## src/rtl/biriscv_fetch_redirect_ctrl_pkg.sv

```systemverilog
// Shared types for the fetch redirect controller.
// Privilege encodings, FSM states and redirect source indices.
package biriscv_fetch_redirect_ctrl_pkg;

  localparam logic [1:0] PRIV_USER    = 2'd0;
  localparam logic [1:0] PRIV_SUPER   = 2'd1;
  localparam logic [1:0] PRIV_MACHINE = 2'd3;

  typedef enum logic [1:0] {
    ST_IDLE       = 2'd0,
    ST_WAIT_FLUSH = 2'd1,
    ST_REDIRECT   = 2'd2
  } state_e;

  // Lower value wins; also the bit index in the winner one-hot.
  typedef enum logic [1:0] {
    SRC_EXC     = 2'd0,
    SRC_MISPRED = 2'd1,
    SRC_FENCEI  = 2'd2
  } src_e;

  localparam int SRC_N = 3;

endpackage

```

## src/rtl/biriscv_fetch_redirect_ctrl_arb.sv

```systemverilog
// Fixed-priority redirect select: exception > mispredict > FENCE.I.
// Purely combinational; produces a winner one-hot with its PC/priv.
module biriscv_redirect_arb
  import biriscv_fetch_redirect_ctrl_pkg::*;
(
  input  logic             exc_i,
  input  logic [31:0]      exc_pc_i,
  input  logic [1:0]       exc_priv_i,
  input  logic             mispred_i,
  input  logic [31:0]      mispred_pc_i,
  input  logic             fencei_i,
  input  logic [31:0]      fencei_pc_i,
  input  logic [1:0]       cur_priv_i,
  output logic [SRC_N-1:0] win_o,
  output logic [31:0]      pc_o,
  output logic [1:0]       priv_o
);

  always_comb begin
    win_o  = '0;
    pc_o   = '0;
    priv_o = cur_priv_i;
    if (exc_i) begin
      win_o[SRC_EXC] = 1'b1;
      pc_o           = exc_pc_i;
      priv_o         = exc_priv_i;
    end else if (mispred_i) begin
      win_o[SRC_MISPRED] = 1'b1;
      pc_o               = mispred_pc_i;
    end else if (fencei_i) begin
      win_o[SRC_FENCEI] = 1'b1;
      pc_o              = fencei_pc_i;
    end
  end

endmodule

```

## src/rtl/biriscv_fetch_redirect_ctrl.sv

```systemverilog
// Front-end redirect sequencer: trap/mispredict/FENCE.I into fetch.
// Optional BIRISCV_REDIRECT_STATS_EN adds saturating source counters.
module biriscv_fetch_redirect_ctrl
  import biriscv_fetch_redirect_ctrl_pkg::*;
#(
  parameter int FLUSH_TIMEOUT = 255,
  parameter int TIMEOUT_W     = 16
) (
  input  logic        clk_i,
  input  logic        rst_i,
  input  logic        exc_redirect_i,
  input  logic [31:0] exc_pc_i,
  input  logic [1:0]  exc_priv_i,
  input  logic        mispred_i,
  input  logic [31:0] mispred_pc_i,
  input  logic        fencei_i,
  input  logic [31:0] fencei_pc_i,
  input  logic [1:0]  cur_priv_i,
  input  logic        icache_flush_done_i,
  output logic        branch_request_o,
  output logic [31:0] branch_pc_o,
  output logic [1:0]  branch_priv_o,
  output logic        fetch_invalidate_o,
  output logic        hold_flag_o,
  output logic        busy_o,
  output logic        flush_timeout_o
`ifdef BIRISCV_REDIRECT_STATS_EN
  ,
  output logic [31:0] stat_exc_o,
  output logic [31:0] stat_mispred_o,
  output logic [31:0] stat_fencei_o
`endif
);

  state_e                 state_q, state_d;
  logic [31:0]            pend_pc_q, pend_pc_d;
  logic [1:0]             pend_priv_q, pend_priv_d;
  logic [TIMEOUT_W-1:0]   cnt_q, cnt_d;

  logic        req_q, req_d;
  logic [31:0] pc_q, pc_d;
  logic [1:0]  priv_q, priv_d;
  logic        inval_q, inval_d;
  logic        hold_q, hold_d;
  logic        busy_q, busy_d;
  logic        tmo_q, tmo_d;

  logic [SRC_N-1:0] win;
  logic [31:0]      arb_pc;
  logic [1:0]       arb_priv;
  logic             arb_phase;
  logic             tmo_hit;
  logic             flush_end;

  biriscv_redirect_arb u_arb (
    .exc_i        (exc_redirect_i),
    .exc_pc_i     (exc_pc_i),
    .exc_priv_i   (exc_priv_i),
    .mispred_i    (mispred_i),
    .mispred_pc_i (mispred_pc_i),
    .fencei_i     (fencei_i),
    .fencei_pc_i  (fencei_pc_i),
    .cur_priv_i   (cur_priv_i),
    .win_o        (win),
    .pc_o         (arb_pc),
    .priv_o       (arb_priv)
  );

  // REDIRECT accepts new requests exactly like IDLE.
  assign arb_phase = (state_q == ST_IDLE) || (state_q == ST_REDIRECT);
  assign tmo_hit   = cnt_q == TIMEOUT_W'(FLUSH_TIMEOUT - 1);
  assign flush_end = icache_flush_done_i || tmo_hit;

  always_ff @(posedge clk_i) begin
    if (rst_i) begin
      state_q     <= ST_IDLE;
      pend_pc_q   <= '0;
      pend_priv_q <= PRIV_MACHINE;
      cnt_q       <= '0;
      req_q       <= 1'b0;
      pc_q        <= '0;
      priv_q      <= PRIV_MACHINE;
      inval_q     <= 1'b0;
      hold_q      <= 1'b0;
      busy_q      <= 1'b0;
      tmo_q       <= 1'b0;
    end else begin
      state_q     <= state_d;
      pend_pc_q   <= pend_pc_d;
      pend_priv_q <= pend_priv_d;
      cnt_q       <= cnt_d;
      req_q       <= req_d;
      pc_q        <= pc_d;
      priv_q      <= priv_d;
      inval_q     <= inval_d;
      hold_q      <= hold_d;
      busy_q      <= busy_d;
      tmo_q       <= tmo_d;
    end
  end

  always_comb begin
    state_d     = state_q;
    pend_pc_d   = pend_pc_q;
    pend_priv_d = pend_priv_q;
    cnt_d       = cnt_q;
    unique case (state_q)
      ST_IDLE, ST_REDIRECT: begin
        state_d = ST_IDLE;
        if (win[SRC_FENCEI]) begin
          state_d     = ST_WAIT_FLUSH;
          pend_pc_d   = fencei_pc_i;
          pend_priv_d = cur_priv_i;
          cnt_d       = '0;
        end
      end
      ST_WAIT_FLUSH: begin
        cnt_d = cnt_q + 1'b1;
        if (exc_redirect_i) begin
          pend_pc_d   = exc_pc_i;
          pend_priv_d = exc_priv_i;
        end
        if (flush_end) state_d = ST_REDIRECT;
      end
      default: state_d = ST_IDLE;
    endcase
  end

  always_comb begin
    req_d   = 1'b0;
    pc_d    = '0;
    priv_d  = priv_q;
    inval_d = 1'b0;
    hold_d  = 1'b0;
    tmo_d   = 1'b0;
    if (arb_phase) begin
      if (win[SRC_EXC] || win[SRC_MISPRED]) begin
        req_d  = 1'b1;
        pc_d   = arb_pc;
        priv_d = arb_priv;
      end else if (win[SRC_FENCEI]) begin
        inval_d = 1'b1;
        hold_d  = 1'b1;
      end
    end else if (state_q == ST_WAIT_FLUSH) begin
      hold_d = 1'b1;
      if (flush_end) begin
        req_d  = 1'b1;
        hold_d = 1'b0;
        tmo_d  = tmo_hit && !icache_flush_done_i;
        pc_d   = exc_redirect_i ? exc_pc_i : pend_pc_q;
        priv_d = exc_redirect_i ? exc_priv_i : pend_priv_q;
      end
    end
    busy_d = state_d != ST_IDLE;
  end

  assign branch_request_o   = req_q;
  assign branch_pc_o        = pc_q;
  assign branch_priv_o      = priv_q;
  assign fetch_invalidate_o = inval_q;
  assign hold_flag_o        = hold_q;
  assign busy_o             = busy_q;
  assign flush_timeout_o    = tmo_q;

`ifdef BIRISCV_REDIRECT_STATS_EN
  logic [31:0] st_exc_q, st_mis_q, st_fen_q;
  logic        fen_done;

  assign fen_done = (state_q == ST_WAIT_FLUSH) && flush_end;

  always_ff @(posedge clk_i) begin
    if (rst_i) begin
      st_exc_q <= '0;
      st_mis_q <= '0;
      st_fen_q <= '0;
    end else begin
      if (arb_phase && win[SRC_EXC] && st_exc_q != '1)
        st_exc_q <= st_exc_q + 1'b1;
      if (arb_phase && win[SRC_MISPRED] && st_mis_q != '1)
        st_mis_q <= st_mis_q + 1'b1;
      if (fen_done && st_fen_q != '1)
        st_fen_q <= st_fen_q + 1'b1;
    end
  end

  assign stat_exc_o     = st_exc_q;
  assign stat_mispred_o = st_mis_q;
  assign stat_fencei_o  = st_fen_q;
`endif

endmodule

```

## config.mk

```make
export PLATFORM = sky130hd
export DESIGN_NAME = biriscv_fetch_redirect_ctrl
export DESIGN_NICKNAME = d
export VERILOG_FILES = /design/src/rtl/biriscv_fetch_redirect_ctrl_pkg.sv /design/src/rtl/biriscv_fetch_redirect_ctrl_arb.sv /design/src/rtl/biriscv_fetch_redirect_ctrl.sv
export SDC_FILE = /design/constraint.sdc
export NUM_CORES = 1
export LEC_CHECK = 0
export BUFFER_PORTS_ARGS = -buffer_cell sky130_fd_sc_hd__buf_2
export CORE_MARGIN = 2
export CORE_UTILIZATION = 53
export CTS_BUF_LIST = sky130_fd_sc_hd__clkbuf_16
export CTS_CLUSTER_DIAMETER = 150
export DETAILED_ROUTE_END_ITERATION = 8
export PLACE_DENSITY_LB_ADDON = 0.05
export SYNTH_ARGS = -nofsm -noshare
export SYNTH_HDL_FRONTEND = slang
export SYNTH_HIERARCHICAL = 1
export SYNTH_SLANG_ARGS = --single-unit
```

## constraint.sdc

```tcl
create_clock -name clk_i -period 2.61 [get_ports clk_i]
set_input_delay 0.522 -clock clk_i [delete_from_list [all_inputs] [get_ports clk_i]]
set_output_delay 0.522 -clock clk_i [all_outputs]
set_load 0.03 [all_outputs]
```

==> metrics.md <==
| Metric | Value |
|---|---|
| Outcome | finished, final reports clean |
| Compound-gate portion of the synthesized area | 0.232 |
| Longest Clk Path Bufs | 2 |
| Crit path max-delay family | simple AND/OR/NAND/NOR gates |
| R2r endpoint | branch_pc_o[29]$_SDFF_PP0_ |
| First-pass GRT wire length | 21100 µm |
| Design area | 0.00612 mm² |
| Multiplexer share of the synthesized area | 0.127 |
| Worst-Margin Slew | 1.22 ns |
| CP max stage cell | nor2_2 |
| # IOs | 145 |
| Post-synth EDFFs | 0 |
| Vias | 4732 |
| Max rail drop VDD | 295 µV |
| Clk pwr share | 0.380 |
| Initial DRC count | 176 |
| Starting Density | 0.547 |
| Synth unique cells | 46 |
| Layout area overhead | 20.5% |
| H-tree lvl count | 3 |
| HP Start | icache_flush_done_i |
| Num CTS Buffers | 9 |
| Synth Instances | 577 |
| Overall power | 3410 µW |
| Hold Path Cell Cnt | 2 |
| Worst Path Buf+Inv | 2 |
| Initial antenna violation count | 0 |
| Sw power | 947 µW |
| Seq pwr share | 0.435 |
| Synth Register Bits | 91 |
| Cell mode on critical path | buf_4 |
| Post-Syn Nets | 685 |
| TritonRoute pass-1 iters | 4 |
| Cell area after synthesis | 0.00508 mm² |
| Hpwl dp | 8980 µm |
| Row cnt | 35 |
| Hold WC Path Type | input port to flip-flop |
| Worst Hold Slack | 0.393 ns |
| Reg-to-reg startpoint | state_q[0]$_SDFF_PP0_ |
| RSZ-0062 raised after global routing | false |
| Crit path kind | input port to flip-flop |
| Antenna Nets Post-Route | 0 |
| Overflow after GRT | 0 |
| GRT Util Overall | 0.254 |
| Hold Violations, Final | 0 |
| Critical path fanouts, max | 24 |
| Power Density | 557 mW/mm² |
| Die X | 102 µm |
| Switch share | 0.278 |
| Resized cells post-CTS | 0 |
| Slew headroom | 0.187 |
| Leak | 0.00255 µW |
| Minimum clock period | 2.07 ns |
| Die ar. | 0.0104 mm² |
| Register area share after synthesis | 0.358 |
| Simple-gate share of the synthesized area | 0.214 |
| RePlAce Congestion | 0.849 |
| Post-DP Area | 0.00583 mm² |
| R2R cell count | 4 |
| Largest net degree at the start of global routing | 101 |
| Hold-fix buffers, CTS | 0 |
| Adder-Cell Fraction of Synth Area | 0.00492 |
| Yosys warnings | 6 |
| Core area | 0.00928 mm² |
| CP Data Arrival Time | 2.34 ns |
| Internal | 2460 µW |
| Placed cell count | 813 |
| Vias per Instance | 5.70 |
| Setup violators final | 0 |
| Postcts setup bufs | 0 |
| Final WL | 13600 µm |
| Post-Synth XOR/XNOR Area | 0 |
| Crit end category | flip-flop |
| Critical Path Start Type | input port |
| Port bufs | 144 |
| Max Cap Viol | 0 |
| Max Freq | 0.484 GHz |
| Setup_tns | 0 ns |
| Final Max Tran Viols | 0 |
| Flop-to-flop setup slack | 0.55 ns |
| Vias in the first global route | 4412 |
| Hold EP | flush_timeout_o$_SDFF_PP0_ |
| Nets | 803 |
| Largest family of logic cells by synthesized area | compound AO/OA/AOI/OAI gates |
| Fin crit share | 0.792 |
| Clock transition at the registers of the reported paths | 0.07 ns |
| Ys async rst share | 0 |
| Avg Cell Area, Syn | 8.81 µm² |
| Critical Path RT | 2.88 ns |
| Post-route clock skew | 0.00883 ns |
| WL/cell | 16.3 µm |
| Chip height | 102 µm |
| CTS tree | done |
| Clk sinks | 91 |
| Post-layout instance count excluding filler cells | 830 |
| Clk_lat worst skew | 0.33 ns |
| Share of layout cells above drive strength 1 | 0.354 |
| DRC errors left | 0 |
| Combinational Power Share | 0.186 |
| Slowest stage delay, CP | 0.92 ns |
| CP cell instances | buf_4 > nor2b_1 > o21bai_1 > nor2_2 > buf_4 > a22o_1 |
| CTS root buf | clkbuf_16 |
| Ys flop type | dfxtp_1 |
## metrics by stage
stage               setup slack, ns  utilization
finish                        0.542        0.659
global route                  0.430        0.659
detailed placement            0.209        0.627
CTS                           0.537        0.659
floorplan                     0.516            -
global placement              0.253        0.627
## flip-flops by register name, summed over array words and instances (netlist names)
register / cells
pend_priv_q: 2
branch_priv_o: 2
flush_timeout_o: 1
busy_o: 1
cnt_q: 16
hold_flag_o: 1
branch_request_o: 1
pend_pc_q: 32
fetch_invalidate_o: 1
state_q: 2
branch_pc_o: 32
## cell usage after synthesis, types with 4 or more instances
library cell,instances,area (µm²)
nand3_1,4,20.0
a21oi_2,40,350
nand4_1,5,31.3
nor4_1,4,25.0
mux2_2,25,282
a221oi_1,13,114
buf_6,6,67.6
nor2_1,87,327
a22o_1,30,263
mux2i_1,34,340
o21ai_0,7,35.0
nor2b_1,36,225
clkbuf_1,21,78.8
a21oi_1,54,270
nand2_1,14,52.6
nand3b_1,33,248
dfxtp_1,91,1820
inv_1,6,22.5
buf_2,19,95.1
## kinds of logic (layout without fill, tap and decap cells)
logic type                 Yosys count  after routing
AOI/OAI and AO/OA                  162            162
and+or+nand+nor                    202            202
muxes                               61             61
buffers and inverters               59            182
other                                0              1
adders and majority gates            2              2
DFF                                 91             91
## worst max path at each step
stage	start	endpoint	depth (start not counted)
2_1_floorplan	fencei_i	pend_pc_q[17]$_SDFFE_PP0P_	8
3_3_place_gp	exc_redirect_i	branch_pc_o[28]$_SDFF_PP0_	6
3_5_place_dp	exc_redirect_i	branch_pc_o[29]$_SDFF_PP0_	6
4_1_cts	state_q[0]$_SDFF_PP0_	branch_pc_o[29]$_SDFF_PP0_	4
5_1_grt	state_q[0]$_SDFF_PP0_	branch_pc_o[27]$_SDFF_PP0_	4
6_report	exc_redirect_i	branch_pc_o[29]$_SDFF_PP0_	6
## power groups by stage
stage / Combinational (µW) / Sequential [µW] / Clock [µW]
final: 633 / 1480 / 1290
after global routing: 688 / 1490 / 1370
after CTS: 633 / 1480 / 1310
after detailed placement: 630 / 1510 / 0
after global placement: 618 / 1510 / 0
after floorplan: 353 / 1580 / 0
## cell type report
cell class | instances | area, µm²
diodes | 1 | 2.50
clock buffers | 9 | 225
clock inverters | 7 | 68.8
fillers | 817 | 3160
inverters | 6 | 22.5
multi-input cells | 427 | 2950
flip-flops and latches | 91 | 1820
well taps | 129 | 161
repair buffers | 160 | 868
## per-layer routing
metal | global-route usage | share of wire | vias up
met1 | 0.336 | 0.45 | 2247
met4 | 0.0718 | 0.010 | 0
met3 | 0.0499 | 0.070 | 12
met2 | 0.424 | 0.47 | 159
li1 | - | - | 2314
met5 | 0 | 0 | -
## cells in the final DEF, fill, tap and decap left out, types with 4 or more instances in the layout
cell type	instances
nand4_1	5
nand3_1	4
dfxtp_1	91
a22o_1	30
nand3b_1	33
nor2b_1	35
a21oi_1	54
nor4_1	4
clkbuf_16	9
nand2_1	14
a21oi_2	40
inv_1	7
buf_4	15
mux2i_1	34
o21ai_0	7
a221oi_1	13
buf_2	143
mux2_2	25
nor2_1	85
Note: power is estimated with default switching activity, not from simulation.
